`src/rtl/fetch_queue.sv`:
```
// Instruction prefetch queue between instruction memory and the IF/ID register.
// Issues sequential fetches on credit, buffers responses, and discards in-flight data after a redirect.
module fetch_queue #(
    parameter int unsigned     XLEN     = 32,
    parameter int unsigned     DEPTH    = 4,
    parameter logic [XLEN-1:0] RESET_PC = '0
) (
    input  logic            clk,
    input  logic            reset_n,
    output logic            imem_req,
    output logic [XLEN-1:0] imem_addr,
    input  logic            imem_gnt,
    input  logic            imem_rvalid,
    input  logic [XLEN-1:0] imem_rdata,
    input  logic            stall_d,
    input  logic            flush,
    input  logic [XLEN-1:0] redirect_pc,
    output logic            valid_f,
    output logic [XLEN-1:0] instr_f,
    output logic [XLEN-1:0] pc_f,
    output logic [XLEN-1:0] pcplus4_f
);

    localparam int unsigned CW = $clog2(DEPTH + 1);
    localparam int unsigned PW = $clog2(DEPTH);
    localparam int unsigned SW = CW + 1;

    typedef struct packed {
        logic [XLEN-1:0] pc;
        logic [XLEN-1:0] instr;
    } entry_t;

    entry_t          mem [DEPTH];
    entry_t          head;
    logic [XLEN-1:0] fetch_pc;
    logic [XLEN-1:0] resp_pc;
    logic [CW-1:0]   count;
    logic [CW-1:0]   outstanding;
    logic [CW-1:0]   drop_cnt;
    logic [PW-1:0]   wr_ptr;
    logic [PW-1:0]   rd_ptr;
    logic            issue;
    logic            push;
    logic            pop;
    logic            drop;

    // Credit check counts in-flight requests so a response always has a free slot.
    always_comb begin
        imem_req  = 1'b0;
        if (reset_n && !flush && ((SW'(count) + SW'(outstanding)) < SW'(DEPTH)))
            imem_req = 1'b1;
        imem_addr = fetch_pc;
        issue     = imem_req && imem_gnt;
        drop      = imem_rvalid && (drop_cnt != '0);
        push      = imem_rvalid && !flush && (drop_cnt == '0);
        valid_f   = (count != '0);
        pop       = valid_f && !stall_d && !flush;
        head      = mem[rd_ptr];
        instr_f   = valid_f ? head.instr : '0;
        pc_f      = valid_f ? head.pc : resp_pc;
        pcplus4_f = pc_f + XLEN'(4);
    end

    always_ff @(posedge clk or negedge reset_n) begin
        if (!reset_n) begin
            fetch_pc    <= RESET_PC;
            resp_pc     <= RESET_PC;
            count       <= '0;
            outstanding <= '0;
            drop_cnt    <= '0;
            wr_ptr      <= '0;
            rd_ptr      <= '0;
        end else if (flush) begin
            // Everything still owed by memory becomes a response to throw away.
            fetch_pc    <= redirect_pc;
            resp_pc     <= redirect_pc;
            count       <= '0;
            wr_ptr      <= '0;
            rd_ptr      <= '0;
            outstanding <= outstanding - CW'(imem_rvalid);
            drop_cnt    <= outstanding - CW'(imem_rvalid);
        end else begin
            if (issue)
                fetch_pc <= fetch_pc + XLEN'(4);
            outstanding <= outstanding + CW'(issue) - CW'(imem_rvalid);
            if (drop)
                drop_cnt <= drop_cnt - CW'(1);
            if (push) begin
                resp_pc <= resp_pc + XLEN'(4);
                wr_ptr  <= wr_ptr + PW'(1);
            end
            if (pop)
                rd_ptr <= rd_ptr + PW'(1);
            count <= count + CW'(push) - CW'(pop);
        end
    end

    always_ff @(posedge clk) begin
        if (push)
            mem[wr_ptr] <= '{pc: resp_pc, instr: imem_rdata};
    end

`ifndef SYNTHESIS
    a_no_push_full: assert property (@(posedge clk) disable iff (!reset_n)
        !(push && (count == CW'(DEPTH))));
    a_no_stray_rvalid: assert property (@(posedge clk) disable iff (!reset_n)
        !(imem_rvalid && (outstanding == '0)));
    a_drop_bounded: assert property (@(posedge clk) disable iff (!reset_n)
        drop_cnt <= outstanding);
`endif

endmodule

```
`config.mk`:
```
export PLATFORM = sky130hd
export DESIGN_NAME = fetch_queue
export DESIGN_NICKNAME = d
export VERILOG_FILES = /design/src/rtl/fetch_queue.sv
export SDC_FILE = /design/constraint.sdc
export NUM_CORES = 1
export LEC_CHECK = 0
export CORE_MARGIN = 3
export CORE_UTILIZATION = 50
export DETAILED_ROUTE_END_ITERATION = 16
export PLACE_DENSITY = 0.77
export SLEW_MARGIN = 25
export SYNTH_ARGS = -nofsm -noshare
export SYNTH_HDL_FRONTEND = slang
export SYNTH_SLANG_ARGS = --single-unit
export TNS_END_PERCENT = 1
```
`constraint.sdc`:
```
create_clock -name clk -period 4 [get_ports clk]
set_clock_uncertainty 0.15 [all_clocks]
set_input_delay 0.8 -clock clk [delete_from_list [all_inputs] [get_ports clk]]
set_output_delay 0.8 -clock clk [all_outputs]
set_load 0.02 [all_outputs]
```
# Word-level counts from Yosys, hierarchy flattened
# Memory sizes are Yosys's and may differ from the RTL's.
# Cells that the tools add are included.
# classes
order_cmp,1
mux,17
addsub,12
reduce_logical,17
# ops
cell,count
$mux W32,6
$add A32 B3 Y32 const B,3
$mux W3,4
$sub A3 B1 Y3,3
$logic_and A1 B1 Y1,8
$mux W2,4
$reduce_bool A2 Y1,4
$add A3 B1 Y3,2
$reduce_bool A3 Y1,2
$add A2 B1 Y2 const B,2
$add A3 B3 Y4,1
$lt A4 B3 Y1 const B,1
$logic_not A3 Y1,1
$mux W1,3
$sub A3 B1 Y3 const B,1
$logic_not A1 Y1,2
# word_totals
ff_bits,77
ram_bits,256
elab_cells,55
n_memories,1
# memory_table
name,words,width,read_ports,rd_ports_with_merged_regs,wr,line_no,text
mem,4,64,1,0,1,33,entry_t mem [DEPTH];

# Logic depth before layout (Yosys ltp)
# Gate-level depths: netlist of the first run.
# logic_depth
depth_word,8
mapped_depth,14

# Worst setup path after synthesis of the first run
# Ideal clock, no wire load.
# synth_path
path_type,reg-to-output
startpoint,register count[1]
endpoint,output port pcplus4_f[30]
n_path_buf,4
setup_slack_ps,-367
arrival_time_ps,3417
path_stages_with_launch,15
cell_sequence,dfrtp_1 nor3_1 inv_1 buf_1 clkbuf_1 clkbuf_1 clkbuf_1 nand2_1 nand2_1 ha_1 inv_1 a221oi_1 nand3_1 nor3b_1 xor2_1
# synth_between
elab_chain_len,3
# synth_rtl
item,line_no,text
"start, declared",37,logic [CW-1:0] count;
"start signal, assigned",94,count <= count + CW'(push) - CW'(pop);
$reduce_bool A3 Y1,56,valid_f = (count != '0);
net valid_f,18,"output logic valid_f,"
$mux W32,60,pc_f = valid_f ? head.pc : resp_pc;
net pc_f[3],20,"output logic [XLEN-1:0] pc_f,"
$add A32 B3 Y32,61,pcplus4_f = pc_f + XLEN'(4);
"end, declared",21,output logic [XLEN-1:0] pcplus4_f
# The timed path passes the listed nets, and every way through them passes these cells.

# Worst setup path after layout of the first run
# layout_path
startpoint,register rd_ptr[0]
endpoint,output port pcplus4_f[20]
# layout_between
elab_chain_len,3
# layout_rtl
item,line_no,text
"start, declared",41,logic [PW-1:0] rd_ptr;
"start signal, assigned",93,rd_ptr <= rd_ptr + PW'(1);
$mem_v2 Z4 W64,-,
$mux W32,60,
$add A32 B3 Y32,61,
# No other way between the ends.

==> summary.md, run 1 <==
| Metric | Value |
|---|---|
| Stages on the worst setup path | 9 |
| Final setup viols | 0 |
| DR vias | around 9700 |
| Post-layout nets | around 1400 |
| Maxcap violations | 0 |
| Most used DFF post-synth | edfxtp_1 |
| Horiz. Die Dim | between 150 and 200 um |
| Via-to-Cell Ratio | 5.69 |
| Synth top area share | ~52% |
| Hold_ws | ~0.18 ns |
| DRC Markers | 0 |
| Top cell by count, worst path | buf_4 |
| Measured slew at the worst slew-check pin | between 0.7 and 0.8 ns |
| Number of buffers created by CTS | 35 |
| Leak | between 0.006 and 0.007 uW |
| Reg2reg setup slack | slightly below 0.7 ns |
| Syn Nets | about 1100 |
| First-pass GRT wire length | between 50000 and 60000 um |
| Synthesis-stage register bit count | 333 |
| Synth cell count leaders | edfxtp_1 (256), nand2_1 (145), dfrtp_1 (77) |
| Worst slew margin relative to its limit | 49.2% |
| Ant diodes | 0 |
| Largest stage delay on the critical path | between 0.5 and 0.6 ns |
| Clock root buffer | clkbuf_16 |
| RD Place Congestion | 0.962 |
| Synth area leader | edfxtp_1 |
| Worst setup SP type | flop |
| Post-Syn Area | 0.0149 sq mm |
| WP buf/inv | 3 |
| Placeable Area | between 0.02 and 0.03 sq mm |
| Sequential area share after synthesis | between 60% and 70% |
| Detailed Route WL | 35800 um |
| Power density over cell area | approximately 640 mW/mm^2 |
| Post-place instance area | about 0.018 sq mm |
| Largest net degree at the start of global routing | 65 |
| WP data arrival | around 3 ns |
| Worst path cell trace | buf_12 > mux4_2 > nand4_1 > a221oi_2 > and4_1 > a21boi_0 > buf_4 > xnor2_2 > buf_4 |
| Chip height | ~180 um |
| Router iterations before antenna repair | 5 |
| Clock sink total | between 300 and 400 |
| Yosys warning count | 0 |
| Die footprint | 0.0318 sq mm |
| Clock Path Buffers | 3 |
| Initial antenna violation count | 0 |
| Critical path required time | slightly above 3 ns |
| Max-slew violations | 0 |
| Worst reg2reg path endpoint | outstanding[2] |
| Top delay family on crit path | flip-flops |
| DP HPWL | about 24000 um |
| Fill cells | between 2000 and 2500 |
| Port buffer count | about 200 |
| TritonCTS clock tree | done |
| CP Capture Type | output port |
| Tmin final | about 4 ns |
| FF-to-FF Start | count[1] |
| Slowest cell on crit path | dfrtp_4 |
| Worst reg-to-reg path cell count | 13 |
| Syn Area/Cell | about 14 sq um |
| Unrepaired setup endpoints after global routing | true |
| Hold Path Class | in2async |
| FP Rows | slightly above 60 |
| Area of the multi-input gates | 0.00500 sq mm |
| CP max FO | 10 |
| ANT nets after route | 0 |
| Netlist cell types | 54 |
| Share of flip-flops with an asynchronous set or reset | between 20 and 25% |
| Fin crit share | approximately 99% |
| Layout Cells excl Fill | 1701 |
| EDFF count, synth | about 260 |
| F_max | about 250 MHz |
| Post-Synthesis Cells | ~1000 |
| Worst skew pair latency | 0.52 ns |
| Placed cells | about 1600 |
| Sequential Area | 0.00962 sq mm |
| Initial Util | 51.2% |
| Area grow syn2layout | 27.5% |
| Peak supply drop | roughly 0.33 mV |
| Grt total ovfl | 0 |
| Status | complete, no violations |
| I/O pins | 200 |
| Gr usage total | 22.8% |
| Largest cells by area after synthesis | edfxtp_1 (52%), dfrtp_1 (13%), mux4_2 (9.7%), nand2_1 (3.7%), xnor2_1 (2.9%) |
| Drt first-iter violations | 870 |
| Clock-pin slew on the worst setup and hold paths | 0.06 ns |
| Count leader, synth | edfxtp_1 |
| H-tree depth reported by CTS | 2 |
| Layout cells sized above 1 | between 10% and 20% |
| Vias in the first global route | 9852 |
| WS Path Type | reg2out |
| WL/cell | roughly 21 um |
| Finished Cell Area | between 0.015 and 0.02 sq mm |
| Fin. Hold Viols | 0 |
==> power by group <==
part / internal [uW] / switching (uW) / total, uW / leakage [uW]
clock network: 1860 / 1260 / 3120 / 0.000547
registers: 3970 / 187 / 4160 / 0.00323
logic: 2200 / 2700 / 4900 / 0.00298
total: 8030 / 4150 / 12200 / 0.00676
==> worst max-delay path by stage <==
| stage | from | endpoint | slack, ns |
|---|---|---|---|
| global placement | rd_ptr[0] | pcplus4_f[28] | 0.03 |
| global route | rd_ptr[0] | pcplus4_f[29] | -0.07 |
| detailed placement | count[2] | pcplus4_f[31] | -0.08 |
| CTS | rd_ptr[0] | pcplus4_f[28] | -0.10 |
| finish | rd_ptr[0] | pcplus4_f[20] | 0.06 |
| floorplan | count[2] | pcplus4_f[30] | 0.05 |
==> layout by cell type, fill, tap and decap left out, drive strengths merged, types with 3 or more instances in the layout <==
| cell type | Yosys | final |
|---|---|---|
| a21oi | 16 | 16 |
| a31oi | 10 | 10 |
| and2 | 36 | 36 |
| and3 | 15 | 15 |
| and4 | 8 | 8 |
| buf | 21 | 78 |
| clkbuf | 29 | 54 |
| clkdlybuf4s50 | 0 | 171 |
| clkinv | 0 | 12 |
| dfrtp | 77 | 77 |
| dlygate4sd2 | 0 | 7 |
| edfxtp | 256 | 256 |
| ha | 17 | 17 |
| inv | 31 | 33 |
| mux2 | 25 | 25 |
| mux2i | 5 | 5 |
| mux4 | 64 | 64 |
| nand2 | 145 | 145 |
| nand2b | 4 | 4 |
| nand3 | 38 | 38 |
| nand4 | 24 | 24 |
| nor2 | 37 | 37 |
| nor3 | 17 | 17 |
| nor3b | 3 | 3 |
| o211ai | 5 | 5 |
| o21ai | 46 | 46 |
| o311ai | 7 | 7 |
| xnor2 | 50 | 50 |
| xor2 | 26 | 26 |
==> layout make-up <==
class	instances	share of cell area (%)
clock inverter	16	0.714
tap	384	2.54
inverter	31	0.615
timing repair buffer	267	13.7
multi-input combinational	622	26.4
sequential	333	50.8
clock buffer	48	5.21
==> cell families (layout without fill, tap and decap cells) <==
logic type	after synthesis	in the layout	share of synthesized area (%)
multiplexers	94	94	11.9
flip-flops	333	333	64.7
AND/OR/NAND/NOR	339	339	11.2
adder cells (fa/ha/maj)	19	19	1.70
AO/OA/AOI/OAI	94	94	3.74
XOR/XNOR	76	76	4.48
buffers and inverters	81	362	2.25
==> metrics by stage <==
step / total power, uW / utilization, % / setup WS, ns / TNS [ns]
6_report: 12200 / 65.3 / 0.0586 / 0
5_1_grt: 12700 / 65.3 / -0.0696 / -0.361
3_3_place_gp: 9080 / 61.0 / 0.0308 / 0
3_5_place_dp: 9140 / 61.0 / -0.0826 / -0.0826
2_1_floorplan: 6940 / - / 0.0544 / 0
4_1_cts: 12300 / 65.2 / -0.101 / -0.347
==> layer usage <==
| layer | track usage [%] | share of wire [%] |
|---|---|---|
| met5 | 0 | 0 |
| met4 | 6.92 | 2.5 |
| met3 | 3.17 | 8.2 |
| met2 | 36.9 | 48 |
| met1 | 32.6 | 42 |
==> registers in the layout, summed over array words and instances, names as in the netlist <==
name,flops
drop_cnt,3
mem,256
rd_ptr,2
outstanding,3
resp_pc,32
wr_ptr,2
count,3
imem_addr,32
==> worst reg2reg max path, stage by stage, from the launching register on <==
cell and delay (ns):
dfrtp_1 0.40, buf_4 0.17, ha_1 0.19, or4b_1 0.55
nor3_2 0.20, and2_2 0.18, inv_2 0.04, ha_1 0.26
inv_1 0.04, ha_1 0.18, fa_1 0.39, xor2_1 0.15
o21ai_0 0.18, xor2_1 0.17
==> repair_timing <==
item	4_1_cts	5_1_grt
hold buffers	0	0
cloned	1	0
gates resized for setup	64	37
buffers inserted	2	3
pin swaps	2	7
setup endpoints to repair	46	25
Power figures use the tool's default switching activity.
==> run 2: changes to the inputs <==
--- a/config.mk
+++ b/config.mk
@@ -13,4 +13,3 @@
 export SYNTH_ARGS = -nofsm -noshare
 export SYNTH_HDL_FRONTEND = slang
 export SYNTH_SLANG_ARGS = --single-unit
-export TNS_END_PERCENT = 1
==> constraint.sdc (replaced) <==
create_clock -name clk -period 4 [get_ports clk]
set_clock_uncertainty 0.15 [all_clocks]
set_input_delay 0.4 -clock clk [delete_from_list [all_inputs] [get_ports clk]]
set_output_delay 0.4 -clock clk [all_outputs]
set_load 0.02 [all_outputs]
==> summary.md, run 2 (same netlist as run 1, synthesis figures left out) <==
| Metric | Value |
|---|---|
| Status | complete, no violations |
| Worst setup SP type | flop |
| Vias in the first global route | 9900 (+0.49%) |
| Critical path required time | 3.45 ns (+0.40 ns) |
| FF-to-FF Start | count[2] |
| Max reg flops | 256 (unchanged) |
| Sequential Area | 0.00962 sq mm (unchanged) |
| Placeable Area | 0.0290 sq mm (unchanged) |
| Post-place instance area | 0.0175 sq mm (-1.4%) |
| Largest stage delay on the critical path | 0.62 ns (+0.08 ns) |
| F_max | 258 MHz (+1.5%) |
| Measured slew at the worst slew-check pin | 0.759 ns (+0.0000224 ns) |
| Fill cells | 2062 (-0.63%) |
| Fin. Hold Viols | 0 (unchanged) |
| TritonCTS clock tree | done |
| Most frequent cells in the layout | edfxtp_1 (256), clkdlybuf4s50_1 (182), nand2_1 (144) |
| Initial antenna violation count | 0 (unchanged) |
| WS Path Type | reg2out |
| Clock-pin slew on the worst setup and hold paths | 0.06 ns (about the same) |
| Drt first-iter violations | 828 (-4.8%) |
| Die footprint | 0.0318 sq mm (unchanged) |
| Final setup viols | 0 (unchanged) |
| RD Place Congestion | 0.876 (-9.0%) |
| Via-to-Cell Ratio | 5.74 (+0.88%) |
| Area of the multi-input gates | 0.00495 sq mm (-0.98%) |
| Unrepaired setup endpoints after global routing | true |
| H-tree depth reported by CTS | 2 (unchanged) |
| Area grow syn2layout | 25.9% |
| Detailed Route WL | 35100 um (-2.1%) |
| Maxcap violations | 0 (unchanged) |
| Worst skew pair latency | 0.51 ns (about the same) |
| Clock sink total | 333 (unchanged) |
| FP Rows | 62 (unchanged) |
| WP data arrival | 3.33 ns (+0.34 ns) |
| Hold Path Class | in2async |
| Max-slew violations | 0 (unchanged) |
| Post-layout nets | 1354 (-1.8%) |
| Worst path cell trace | buf_4 > mux4_2 > nand2_1 > o21ai_1 > buf_4 > and4_2 > nand3_1 > xnor2_1 > clkdlybuf4s50_1 |
| Reg2reg setup slack | 0.71 ns (+0.03 ns) |
| Gr usage total | 22.4% (-0.40 points) |
| Initial Util | 51.2% (unchanged) |
| Ant diodes | 0 (unchanged) |
| Commonest non-fill, non-tap cell in the layout | edfxtp_1 |
| CP Capture Type | output port |
| Tmin final | 3.88 ns (-0.0584 ns) |
| Horiz. Die Dim | 178 um (unchanged) |
| CP max FO | 10 (unchanged) |
| Router iterations before antenna repair | 5 (unchanged) |
| Clock Path Buffers | 3 (unchanged) |
| Worst reg2reg path endpoint | outstanding[2] |
| WP buf/inv | 3 (unchanged) |
| Layout cells sized above 1 | 15.9% (-3.4 points) |
| First-pass GRT wire length | 55300 um (-0.60%) |
| Grt total ovfl | 0 (unchanged) |
| Leak | 0.00664 uW (-1.7%) |
| Top delay family on crit path | buffers and inverters |
| ANT nets after route | 0 (unchanged) |
| DRC Markers | 0 (unchanged) |
| Clock root buffer | clkbuf_16 |
| I/O pins | 200 (unchanged) |
| DP HPWL | 22700 um (-6.7%) |
| Top cell by count, worst path | buf_4 |
| Fin crit share | 97.1% (-1.5 points) |
| Finished Cell Area | 0.0187 sq mm (-1.3%) |
| WL/cell | 20.9 um (-0.66%) |
| Peak supply drop | 0.355 mV (+9.2%) |
| DR vias | 9619 (-0.60%) |
| Worst slew margin relative to its limit | 48.9% (-0.35 points) |
| Worst reg-to-reg path cell count | 12 (-1) |
| Largest net degree at the start of global routing | 65 (unchanged) |
| Number of buffers created by CTS | 35 (unchanged) |
| Largest Register | mem |
| Chip height | 178 um (unchanged) |
| Slowest cell on crit path | clkdlybuf4s50_1 |
| Power density over cell area | 646 mW/mm^2 (+0.41%) |
| Port buffer count | 199 (unchanged) |
| Core Util, Final | 64.4% (-0.83 points) |
## run 2: repair_timing
item | 4_1_cts | 5_1_grt
setup buffers | 3 | 1
cloned | 1 | 0
hold buffers | 1 | 0
pin swaps | 2 | 1
setup endpoints to repair | 12 | 14
hold endpoints to repair | 19 | 0
gates resized for setup | 13 | 16
## run 2: worst max path at each step
| stage | start | endpoint | slack [ns] | cells after the start |
|---|---|---|---|---|
| final | rd_ptr[0] | pcplus4_f[23] | 0.12 | 9 |
| after global routing | rd_ptr[0] | pcplus4_f[23] | -0.06 | 9 |
| after CTS | count[0] | pcplus4_f[18] | 0.03 | 11 |
| after detailed placement | count[1] | pcplus4_f[20] | 0.16 | 12 |
| after global placement | count[1] | pcplus4_f[20] | 0.26 | 12 |
| after floorplan | count[1] | pcplus4_f[30] | 0.03 | 14 |
## run 2: power breakdown
group | internal [uW] | total (uW) | leakage, uW | switching [uW]
Clock | 1770 | 3060 | 0.000526 | 1290
Sequential | 3970 | 4190 | 0.00323 | 223
Combinational | 2220 | 4820 | 0.00288 | 2610
## run 2: area by class of cell
type,count,share of cell area [%]
clock inverters,13,0.576
well taps,384,2.57
flip-flops and latches,333,51.5
inverters,31,0.623
repair buffers,242,13.1
clock buffers,51,5.23
multi-input cells,622,26.5
## run 2: per-layer routing
metal  vias up  global-route usage, %  wire length [um]
met5         -                      0                 0
met4         0                   5.58               694
met3        56                   4.49              3150
met2       475                   35.1             16100
met1      4763                   32.7             15100
li1       4325                      -                 -
## run 2: through the flow
stage	std cells	hold WS (ns)	setup TNS [ns]	setup slack, ns	power [uW]
2_1_floorplan	1036	-0.0456	0	0.0328	6930
3_3_place_gp	1606	0.161	0	0.260	8940
3_5_place_dp	1606	0.162	0	0.159	9000
4_1_cts	1675	0.158	0	0.0322	12100
5_1_grt	1676	0.189	-0.123	-0.0630	12700
6_report	1676	0.170	0	0.117	12100
